**config.mk**
```make
export PLATFORM = sky130hd
export DESIGN_NAME = branch_resolver
export DESIGN_NICKNAME = d
export VERILOG_FILES = /design/src/rtl/bru_pkg.sv /design/src/rtl/br_cond_eval.sv /design/src/rtl/branch_resolver.sv
export SDC_FILE = /design/constraint.sdc
export NUM_CORES = 1
export LEC_CHECK = 0
export BUFFER_PORTS_ARGS = -buffer_cell sky130_fd_sc_hd__buf_4
export CORE_MARGIN = 2
export CORE_UTILIZATION = 35
export CTS_CLUSTER_SIZE = 40
export DETAILED_ROUTE_END_ITERATION = 7
export GPL_TIMING_DRIVEN = 1
export SYNTH_ARGS = -nofsm -noshare
export SYNTH_HDL_FRONTEND = slang
export SYNTH_SLANG_ARGS = --single-unit
```
**constraint.sdc**
```tcl
create_clock -name clk_i -period 9.3 [get_ports clk_i]
set_input_delay 2.79 -clock clk_i [delete_from_list [all_inputs] [get_ports clk_i]]
set_output_delay 2.79 -clock clk_i [all_outputs]
set_load 0.05 [all_outputs]
```
**src/rtl/bru_pkg.sv**
```systemverilog
// Shared types for the ID-stage branch resolver: branch op encoding and FSM states.
package bru_pkg;

   typedef enum logic [3:0] {
      BR_NONE = 4'd0,
      BEQ     = 4'd1,
      BNE     = 4'd2,
      BLT     = 4'd3,
      BGE     = 4'd4,
      BLTU    = 4'd5,
      BGEU    = 4'd6,
      B       = 4'd7,
      BL      = 4'd8,
      JIRL    = 4'd9
   } br_op_t;

   typedef enum logic [1:0] {
      IDLE     = 2'd0,
      REDIRECT = 2'd1,
      DRAIN    = 2'd2
   } state_e;

   // Codes 10-15 are not branches and behave exactly like BR_NONE.
   function automatic logic is_branch(input logic [3:0] op);
      return (op >= BEQ) && (op <= JIRL);
   endfunction

endpackage

```
**src/rtl/br_cond_eval.sv**
```systemverilog
// Combinational branch condition and target evaluation for one ID instruction.
module br_cond_eval
   import bru_pkg::*;
(
   input  logic [3:0]  op_i,
   input  logic [31:0] pc_i,
   input  logic [31:0] rj_i,
   input  logic [31:0] rd_i,
   input  logic [31:0] offs_i,
   output logic        taken_o,
   output logic [31:0] target_o
);

   always_comb begin
      target_o = (op_i == JIRL) ? rj_i + offs_i : pc_i + offs_i;
      case (op_i)
         BEQ:         taken_o = (rj_i == rd_i);
         BNE:         taken_o = (rj_i != rd_i);
         BLT:         taken_o = ($signed(rj_i) < $signed(rd_i));
         BGE:         taken_o = ($signed(rj_i) >= $signed(rd_i));
         BLTU:        taken_o = (rj_i < rd_i);
         BGEU:        taken_o = (rj_i >= rd_i);
         B, BL, JIRL: taken_o = 1'b1;
         default:     taken_o = 1'b0;
      endcase
   end

endmodule

```
**src/rtl/branch_resolver.sv**
```systemverilog
// ID-stage branch resolution: predictor update, mispredict redirect handshake and
// branch/mispredict performance counters.
module branch_resolver
   import bru_pkg::*;
#(
   parameter logic [31:0] RESET_PC = 32'h8000_0000,
   parameter int unsigned CNT_W    = 32
) (
   input  logic             clk_i,
   input  logic             rst_i,
   input  logic             id_valid_i,
   input  logic [31:0]      id_pc_i,
   input  logic [3:0]       id_br_op_i,
   input  logic [31:0]      id_rj_i,
   input  logic [31:0]      id_rd_i,
   input  logic [31:0]      id_offs_i,
   input  logic             id_pred_taken_i,
   input  logic [31:0]      id_pred_target_i,
   output logic             id_stall_o,
   output logic             bp_update_valid_o,
   output logic             bp_update_isJumpInst_o,
   output logic [31:0]      bp_update_pc_o,
   output logic [31:0]      bp_update_targetPc_o,
   output logic             bp_update_taken_o,
   output logic             redirect_valid_o,
   output logic [31:0]      redirect_pc_o,
   input  logic             redirect_ready_i,
   output logic             if_flush_o,
   output logic [CNT_W-1:0] perf_br_cnt_o,
   output logic [CNT_W-1:0] perf_miss_cnt_o
);

   state_e             state_q;
   logic               upd_valid_q, upd_jump_q, upd_taken_q;
   logic [31:0]        upd_pc_q, upd_target_q, redirect_pc_q;
   logic [CNT_W-1:0]   br_cnt_q, miss_cnt_q;

   logic               taken, is_br, accept, mispredict;
   logic [31:0]        target, next_pc;

   br_cond_eval u_cond (
      .op_i     (id_br_op_i),
      .pc_i     (id_pc_i),
      .rj_i     (id_rj_i),
      .rd_i     (id_rd_i),
      .offs_i   (id_offs_i),
      .taken_o  (taken),
      .target_o (target)
   );

   always_comb begin
      is_br      = is_branch(id_br_op_i);
      accept     = id_valid_i && (state_q == IDLE);
      next_pc    = taken ? target : id_pc_i + 32'd4;
      // A non-branch never resolves taken, so pred_taken alone flags it.
      mispredict = (id_pred_taken_i != taken) ||
                   (is_br && id_pred_taken_i && taken && (id_pred_target_i != target));
   end

   always_ff @(posedge clk_i) begin
      if (rst_i) begin
         state_q       <= IDLE;
         upd_valid_q   <= 1'b0;
         upd_jump_q    <= 1'b0;
         upd_taken_q   <= 1'b0;
         upd_pc_q      <= RESET_PC;
         upd_target_q  <= 32'd0;
         redirect_pc_q <= 32'd0;
         br_cnt_q      <= '0;
         miss_cnt_q    <= '0;
      end else begin
         upd_valid_q <= accept;
         upd_jump_q  <= accept && is_br;
         if (accept) begin
            upd_pc_q     <= id_pc_i;
            upd_target_q <= target;
            upd_taken_q  <= taken;
            if (is_br)      br_cnt_q   <= br_cnt_q + CNT_W'(1'b1);
            if (mispredict) miss_cnt_q <= miss_cnt_q + CNT_W'(1'b1);
         end
         case (state_q)
            IDLE: begin
               if (accept && mispredict) begin
                  redirect_pc_q <= next_pc;
                  state_q       <= REDIRECT;
               end
            end
            REDIRECT: if (redirect_ready_i) state_q <= DRAIN;
            DRAIN:    state_q <= IDLE;
            default:  state_q <= IDLE;
         endcase
      end
   end

   assign id_stall_o             = (state_q == REDIRECT);
   assign redirect_valid_o       = (state_q == REDIRECT);
   assign if_flush_o             = (state_q == REDIRECT) && redirect_ready_i;
   assign redirect_pc_o          = redirect_pc_q;
   assign bp_update_valid_o      = upd_valid_q;
   assign bp_update_isJumpInst_o = upd_jump_q;
   assign bp_update_pc_o         = upd_pc_q;
   assign bp_update_targetPc_o   = upd_target_q;
   assign bp_update_taken_o      = upd_taken_q;
   assign perf_br_cnt_o          = br_cnt_q;
   assign perf_miss_cnt_o        = miss_cnt_q;

endmodule

```
# [Word-level counts from Yosys, hierarchy flattened]
# Cells that the tools add are included.
[word_totals] mem_bits_rw=0 latch_bits=0 output_inout_bits=166 ff_bits=165 mem_bits_ro=0 mem_count=0 wordCells=57
[op_classes] eq_ne=16 mux=6 bitwise=0 div=0 order_cmp=6 multipliers=0 reduce_logical=15 add_sub_neg=5 shift=0
[ops] operator="$add 32x1->32 const B" n=2
[ops] operator="$add 32x32->32" n=2
[ops] operator="$ge 32x32->1" n=2
[ops] operator="$lt 32x32->1" n=2
[ops] operator="$mux 32" n=2
[ops] operator="$ne 32x32->1" n=2
[ops] operator="$add 32x3->32 const B" n=1
[ops] operator="$eq 32x32->1" n=1
[ops] operator="$eq 4x3->1 const B" n=4
[ops] operator="$eq 4x2->1 const B" n=2
[ops] operator="$eq 4x4->1 const B" n=2
[ops] operator="$logic_and 1x1->1" n=8
[ops] operator="$reduce_and 2->1" n=4
[ops] operator="$pmux 1 s7" n=1
[ops] operator="$eq 4x1->1 const B" n=1
[ops] operator="$ge 4x1->1 const B" n=1
[ops] operator="$le 4x4->1 const B" n=1
[ops] operator="$mux 2" n=2
[ops] operator="$ne 2x1->1 const B" n=2
[ops] operator="$pmux 2 s2" n=1
[ops] operator="$reduce_or 3->1" n=1
[ops] operator="$eq 2x1->1 const B" n=1
[ops] operator="$logic_not 2->1" n=1
[ops] operator="$logic_or 1x1->1" n=1
[ops] operator="$ne 1x1->1" n=1

# [Longest topological paths before layout]
# Gate-level depths: netlist of run 1.
[logic_depth] word_depth=9 ltp_mapped=21

# [Cells and area by module]
# Synthesis of run 1 repeated with hierarchy kept, for this count alone.
[unflattened] cells_unflattened=1390 hier_area_um2=10904.2
[modules_own_cells] module="branch_resolver" area_each_um2=8044.0 n_inst=1 cells_each=1011 seq_area_each_um2=3303.2
[modules_own_cells] module="br_cond_eval" area_each_um2=2860.2 n_inst=1 cells_each=379 seq_area_each_um2=0.0

# [Least setup slack after synthesis of run 1]
# OpenSTA, ideal clock, no wires.
[synth_timing] path_kind="in2reg" from="input id_br_op_i[2]" to="register miss_cnt_q[31] (netlist: perf_miss_cnt_o[31])" required_ns=9.179 n_path_buf=5 arrival_time_ns=7.416 path_slack_ns=1.763 stages=20 path_cell_list="buf_2 -> and4bb_2 -> buf_2 -> clkbuf_1 -> mux2_2 -> ha_1 -> fa_1 -> a21o_1 -> a221oi_4 -> and3b_1 -> a211oi_4 -> o41ai_4 -> a221oi_2 -> xnor3_1 -> nor2_1 -> and4_4 -> buf_6 -> buf_6 -> nor4b_2 -> mux2_4"
[synth_via] elab_chain_len=7 elab_cells_between_ends=22 cone_classes="order compare: 2; eq/ne: 11; mux: 2; reduce/logical: 7"
[synth_rtl] item="from (decl)" line_no="branch_resolver.sv:13" text="input logic [3:0] id_br_op_i,"
[synth_rtl] item="$eq 4x3->1, or another cell as far along" line_no="br_cond_eval.sv:16" text="case (op_i)"
[synth_rtl] item="$reduce_or 3->1 or $logic_and 1x1->1 (tied branches)" line_no="br_cond_eval.sv:16, bru_pkg.sv:25"
[synth_rtl] item="$pmux 1 s7 or $logic_and 1x1->1 (tied branches)" line_no="br_cond_eval.sv:16, branch_resolver.sv:57"
[synth_rtl] item="$logic_and 1x1->1 (2 in a row)" line_no="branch_resolver.sv:57" text="(is_br && id_pred_taken_i && taken && (id_pred_target_i != target));"
[synth_rtl] item="$logic_or 1x1->1 (*)" line_no="branch_resolver.sv:56" text="mispredict = (id_pred_taken_i != taken) ||"
[synth_rtl] item="$reduce_and 2->1 (no source line) (*)"
[synth_rtl] item="to (signal assigned)" line_no="branch_resolver.sv:79" text="if (mispredict) miss_cnt_q <= miss_cnt_q + CNT_W'(1'b1);"
[synth_rtl] item="to (decl)" line_no="branch_resolver.sv:36" text="logic [CNT_W-1:0] br_cnt_q, miss_cnt_q;"
# Every way passes the cells marked *; elsewhere a longest branch is shown, timed or not.
# A chain may end at the register's enable or synchronous reset.

# [Worst setup path after layout of run 1]
[layout_timing] from="input id_br_op_i[1]" to="register redirect_pc_q[3] (netlist: redirect_pc_o[3])"
[layout_via] elab_chain_len=8 elab_cells_between_ends=24 cone_classes="order compare: 2; eq/ne: 11; mux: 3; reduce/logical: 8"
[layout_rtl] item="$eq 4x3->1, or another cell as far along" line_no="br_cond_eval.sv:16"
[layout_rtl] item="$reduce_or 3->1 or $logic_and 1x1->1 (tied branches)" line_no="br_cond_eval.sv:16, bru_pkg.sv:25"
[layout_rtl] item="$pmux 1 s7 or $logic_and 1x1->1 (tied branches)" line_no="br_cond_eval.sv:16, branch_resolver.sv:57"
[layout_rtl] item="$logic_and 1x1->1 (2 in a row)" line_no="branch_resolver.sv:57"
[layout_rtl] item="$logic_or 1x1->1" line_no="branch_resolver.sv:56"
[layout_rtl] item="$logic_and 1x1->1" line_no="branch_resolver.sv:83" text="if (accept && mispredict) begin"
[layout_rtl] item="$reduce_and 2->1 (no source line)"
[layout_rtl] item="to (signal assigned)" line_no="branch_resolver.sv:84" text="redirect_pc_q <= next_pc;"
[layout_rtl] item="to (decl)" line_no="branch_resolver.sv:35" text="logic [31:0] upd_pc_q, upd_target_q, redirect_pc_q;"
# Parallel ways exist; a longest one is shown, timed or not.

==> results_dict.tcl, run 1 <==
set metrics [dict create \
    ctsResizeCount 0 \
    ios 335 \
    relSlewSlack_pct 44.0 \
    dr_total_vias 11900 \
    rsz0062_at_grt "false" \
    grt_pass1_vias 11300 \
    final_common_cell "buf_4" \
    path_class "in2reg" \
    finalCriticalPeriod_ns 7.86 \
    outcome "completed" \
    path_cells "buf_4, and4bb_2, mux2_2, ha_1, fa_1, a21o_1, a221oi_4, and3b_1, a211oi_4, o41ai_4, a221oi_2, xnor3_1, nor2_1, and4_4, nor2_1, buf_4, a211oi_1" \
    hp-class "reg2reg" \
    grt_pass1_wl_um 65200 \
    finalMaxSlewViolations 0 \
    worstMarginPinSlew_ns 0.840 \
    dieArea_sq_mm 0.0349 \
    synth-warning-count 0 \
    via_per_inst 5.37 \
    cts_buffer_depth 2 \
    antenna_cells 0 \
    coreArea_sq_mm 0.0327 \
    dr.pass1.iters 5 \
    clk_latency_ns 0.45 \
    hp-start "bp_update_pc_o[11]" \
    ys.flop_type "dfxtp_1" \
    start_util_pct 35.7 \
    cpPeakStageDelay_ns 0.60 \
    drive_above_1_share_pct 26.1 \
    drt_iter0_drc 759 \
    synth-edff-count 0 \
    fin_ws_ns 1.44 \
    r2r-end "perf_br_cnt_o[30]" \
    syn_to_final_growth_pct 28.9 \
    cts.clk_slew.worst_paths_ns 0.07 \
    setup_viol 0 \
    p_per_area_mw_per_mm2 155 \
    worst_setup_path_start_kind "input port" \
    crit_arrival_ns 8.22 \
    wl_per_cell_um 19.3 \
    gp_congestion 0.928 \
    num_rows 66 \
    ys_types 89 \
    period_share_pct 84.5 \
    postRouteAntennaNets 0 \
    async_flop_share_pct 0 \
    tritoncts "yes" \
    cap_viol_max_count 0 \
    ir_worst_vdd_mv 0.139 \
    cp-endpoint "redirect_pc_o[3]" \
    ys_seq_area_share_pct 28.3 \
    dp_hpwl_um 33800 \
    dp_slack_ns 1.01 \
    cp-startpoint "id_br_op_i[1]" \
    cts.htree.levels 4 \
    leakage_uw 0.00624 \
    slowest_stage "and4bb_2" \
    ys_ff_latch 165 \
    ctsHoldBuffers 0 \
    reg2regPathDepth 10 \
    track_usage_pct 23.9 \
    synth_area_sq_mm 0.0117 \
    max_freq_mhz 127 \
    antenna_found_initial 0 \
    port_buffers 334 \
    wl_um 42700 \
    syn_inst 1477 \
    fin_tns_setup_ns 0 \
    skew_ns 0.00896 \
    critPathMaxFanout 45 \
    netlist_top_cells_area "dfxtp_1 (28%), a21oi_1 (7.2%), ha_1 (7.2%)" \
    cts_buffers 17 \
    grt-ovfl-total 0 \
    r2r_start "state_q[0]" \
    synth_top_area_share_pct 28.3 \
    critical_path_required_ns 9.66 \
    layout_common_cells "buf_4 (344), nand2_1 (213), a21oi_1 (168), dfxtp_1 (165), nor2_1 (94)" \
    yosysTopAreaCell "dfxtp_1" \
    die_x_um 187 \
    syn_area_per_cell_sq_um 7.91 \
    grt_max_degree 107 \
    drc 0 \
    clock_sinks 165 \
    nNetsFinal 1994 \
    finalHoldViolations 0 \
    syn_nets 1714 \
    end_kind "flip-flop" \
    fp.dieH_um 187 \
    clk_root_buffer_cell "clkbuf_16" \
    cts_setup_buffers 0 \
    r2r_slack_ns 5.96 \
]
[final cells by class]
type                    instances  area, sq um
fillers                      3329        17600
multi-input cells            1173         7790
flip-flops and latches        165         3300
repair buffers                345         2590
well taps                     442          553
clock buffers                  18          439
inverters                      55          206
clock inverters                13          171
[per-layer routing]
| metal | routed length [um] | up-vias | share of wire, % | track usage, % |
|---|---|---|---|---|
| li1 | - | 5839 | - | - |
| met1 | 19400 | 5552 | 46 | 33.2 |
| met3 | 3270 | 37 | 7.7 | 4.55 |
| met4 | 787 | 0 | 1.8 | 6.47 |
| met2 | 19200 | 435 | 45 | 37.7 |
| met5 | 0 | - | 0 | 0 |
[logic make-up (layout without fill, tap and decap cells)]
logic type | Yosys count | after routing | synth area share, %
XOR/XNOR | 112 | 112 | 9.13
AND/OR/NAND/NOR | 587 | 587 | 25.7
adder cells (fa/ha/maj) | 68 | 68 | 7.35
multiplexers | 50 | 50 | 4.68
AO/OA/AOI/OAI | 356 | 356 | 19.7
flip-flops | 165 | 165 | 28.3
buffers and inverters | 139 | 431 | 5.19
[power by group]
group          switching (uW)  total [uW]  internal, uW
clock                     325         757           432
combinational             521         802           281
sequential               23.7         772           748
[metrics by stage]
stage	utilization [%]	cell area [sq um]	cells	power, uW	hold WS [ns]
4_1_cts	46.0	15100	2211	2340	0.457
3_5_place_dp	44.2	14400	2180	1580	0.447
5_1_grt	46.0	15100	2211	2440	0.473
6_report	46.0	15100	2211	2330	0.455
2_1_floorplan	-	11700	1477	1300	0.675
3_3_place_gp	44.2	14400	2180	1580	0.445
[flip-flops by register name, indices dropped and copies added (netlist names)]
| name | cells |
|---|---|
| bp_update_valid_o | 1 |
| bp_update_taken_o | 1 |
| redirect_pc_o | 32 |
| state_q | 2 |
| bp_update_isJumpInst_o | 1 |
| perf_miss_cnt_o | 32 |
| bp_update_targetPc_o | 32 |
| bp_update_pc_o | 32 |
| perf_br_cnt_o | 32 |
[synthesized netlist by cell type, types with 8 or more instances]
cell and number:
buf_2 9, o21ai_0 55, clkbuf_1 55, nand2_1 214
a211oi_1 8, nand3_1 42, o31ai_2 10, mux2i_1 16
and2_1 10, a21o_1 9, nor3_1 15, ha_1 67
o31ai_1 19, and3_1 21, dfxtp_1 165, nand2b_1 38
or3_1 14, inv_1 55, buf_1 8, a21oi_1 168
mux2_2 33, a21oi_2 11, xor2_1 48, o21ai_1 11
or4_1 57, o21a_1 9, nor2_1 94, nor2b_1 9
nand4_1 29, xnor2_1 57
[worst max-delay path: cells and delay by family]
kind | cells | cell delay [ns]
and+or+nand+nor | 5 | 1.92
AOI/OAI and AO/OA | 6 | 1.81
adders and majority gates | 2 | 0.61
buffers and inverters | 2 | 0.41
muxes | 1 | 0.39
xor gates and xnor gates | 1 | 0.26
[worst min-delay path by stage]
stage                                to  cells past startpoint
4_1_cts              bp_update_pc_o[23]                      2
5_1_grt              bp_update_pc_o[12]                      2
3_3_place_gp   bp_update_targetPc_o[26]                      2
3_5_place_dp         bp_update_pc_o[23]                      2
2_1_floorplan        bp_update_pc_o[24]                      2
6_report             bp_update_pc_o[11]                      2
Note: power is estimated with default switching activity, not from simulation.
==> inputs of run 2 (changes only) <==
- clock period: 9.3 -> 6.75 ns (I/O delays scaled with it)
==> run 2 against run 1 <==
Net effect: count of clock-buffer cells in the layout stayed put; sequential power is 37% higher; critical path depth is 1 higher; clock skew is 0.0037 ns higher; critical endpoint is now perf_miss_cnt_o[7]; highest routed layer unchanged.
==> results_dict.tcl, run 2 (synthesized netlist as in run 1, its figures left out) <==
set metrics [dict create \
    finalCriticalPeriod_ns 6.32 \
    wl_per_cell_um 19.2 \
    power.switching_uw 1210 \
    cap_viol_max_count 0 \
    wl_um 43100 \
    final_cell_count_no_fill 2243 \
    sequentialPowerShare_pct 33.6 \
    design_area_sq_mm 0.0153 \
    port_buffers 334 \
    end_kind "flip-flop" \
    grt-ovfl-total 0 \
    dieArea_sq_mm 0.0349 \
    cts.clk_slew.worst_paths_ns 0.07 \
    drt_iter0_drc 842 \
    worst_setup_path_start_kind "input port" \
    cts_buffers 17 \
    cts.htree.levels 4 \
    grt_pass1_wl_um 65800 \
    period_share_pct 93.6 \
    dp_hpwl_um 34500 \
    setup_viol 0 \
    num_rows 66 \
    drive_above_1_share_pct 27.4 \
    dr_total_vias 12100 \
    final_common_cell "buf_4" \
    combPwrFrac_pct 35.9 \
    fin_hold_ws_ns 0.456 \
    postRouteAntennaNets 0 \
    max_freq_mhz 158 \
    clkPwrFrac_pct 30.6 \
    finalMaxSlewViolations 0 \
    hp-class "reg2reg" \
    nNetsFinal 2026 \
    ctsHoldBuffers 0 \
    critical_path_required_ns 7.04 \
    dr.pass1.iters 5 \
    critPathMaxFanout 33 \
    skew_ns 0.0126 \
    ir_worst_vdd_mv 0.217 \
    antenna_found_initial 0 \
    cts_setup_buffers 0 \
    drc 0 \
    place_area_sq_mm 0.0147 \
    layout_common_cells "buf_4 (372), nand2_1 (213), a21oi_1 (168), dfxtp_1 (165), nor2_1 (94)" \
    syn_to_final_growth_pct 31.0 \
    leakage_uw 0.00638 \
    rsz0062_at_grt "false" \
    gp_congestion 0.956 \
    track_usage_pct 24.2 \
    p_per_area_mw_per_mm2 207 \
    dpl.cell_count 2212 \
    via_per_inst 5.37 \
    p_sw_share_pct 38.1 \
    outcome "completed" \
    grt_pass1_vias 11300 \
    cts_buffer_depth 2 \
    ios 335 \
    clk_latency_ns 0.45 \
    die_x_um 187 \
    path_class "in2reg" \
    clock_sinks 165 \
    relSlewSlack_pct 30.3 \
    crit_arrival_ns 6.60 \
    start_util_pct 35.7 \
    antenna_cells 0 \
    clk_root_buffer_cell "clkbuf_16" \
    finalHoldViolations 0 \
    p_int_uw 1960 \
    grt_max_degree 129 \
    tritoncts "yes" \
    fp.dieH_um 187 \
    worstMarginPinSlew_ns 1.04 \
    coreArea_sq_mm 0.0327 \
]
-- run 2: layer usage --
metal  track usage [%]  share of wire [%]  vias to the layer above
li1                  -                  -                     5894
met1              33.4                 45                     5627
met2              37.4                 44                      465
met3              4.33                7.4                       64
met4              9.07                3.1                        0
met5                 0                  0                        -
-- run 2: worst paths after layout --
kind	cells after the start	startpoint	endpoint	slack [ns]
hold / removal	2	bp_update_targetPc_o[15]	bp_update_targetPc_o[15]	0.46
setup reg to reg	11	perf_miss_cnt_o[11]	perf_miss_cnt_o[30]	3.58
setup / recovery	18	id_br_op_i[1]	perf_miss_cnt_o[7]	0.43
hold reg to reg	2	bp_update_targetPc_o[15]	bp_update_targetPc_o[15]	0.46
-- run 2: final cells by class --
class	count	area (sq um)
Clock buffer	18	439
Clock inverter	13	125
Fill cell	3270	17400
Inverter	55	206
Multi-Input combinational cell	1173	7790
Sequential cell	165	3300
Tap cell	442	553
Timing Repair Buffer	377	2880
-- run 2: repair_timing --
item | in CTS | in global routing
gates resized for setup | 0 | 1
setup endpoints to repair | 0 | 1
endpoints found under the hold margin | 0 | 0
-- run 2: through the flow --
step,setup slack (ns),TNS [ns],total power (uW),utilization (%)
after global routing,0.0668,0,3310,46.8
after CTS,0.433,0,3180,46.8
after global placement,0.128,0,2210,45.1
after detailed placement,-0.0367,-0.396,2210,45.1
final,0.434,0,3170,46.8
after floorplan,0.118,0,1790,-
-- run 2: worst max-delay path, stage by stage --
cell and delay, ns:
buf_4 0.14, and4bb_2 0.43, buf_4 0.28, mux2_2 0.36
ha_1 0.36, a21oi_1 0.30, a21boi_2 0.25, o22ai_1 0.11
a221o_1 0.36, nor4_1 0.28, nand4_1 0.13, a2111oi_1 0.43
buf_4 0.18, and4_4 0.21, and4_4 0.32, buf_12 0.21
or4_1 0.15, a21oi_2 0.05
-- run 2: power groups by stage --
stage | clock (uW) | sequential, uW | combinational, uW
after floorplan | 0 | 1270 | 520
after global placement | 0 | 1080 | 1120
after detailed placement | 0 | 1090 | 1130
after CTS | 985 | 1060 | 1130
after global routing | 1020 | 1070 | 1210
final | 970 | 1060 | 1140
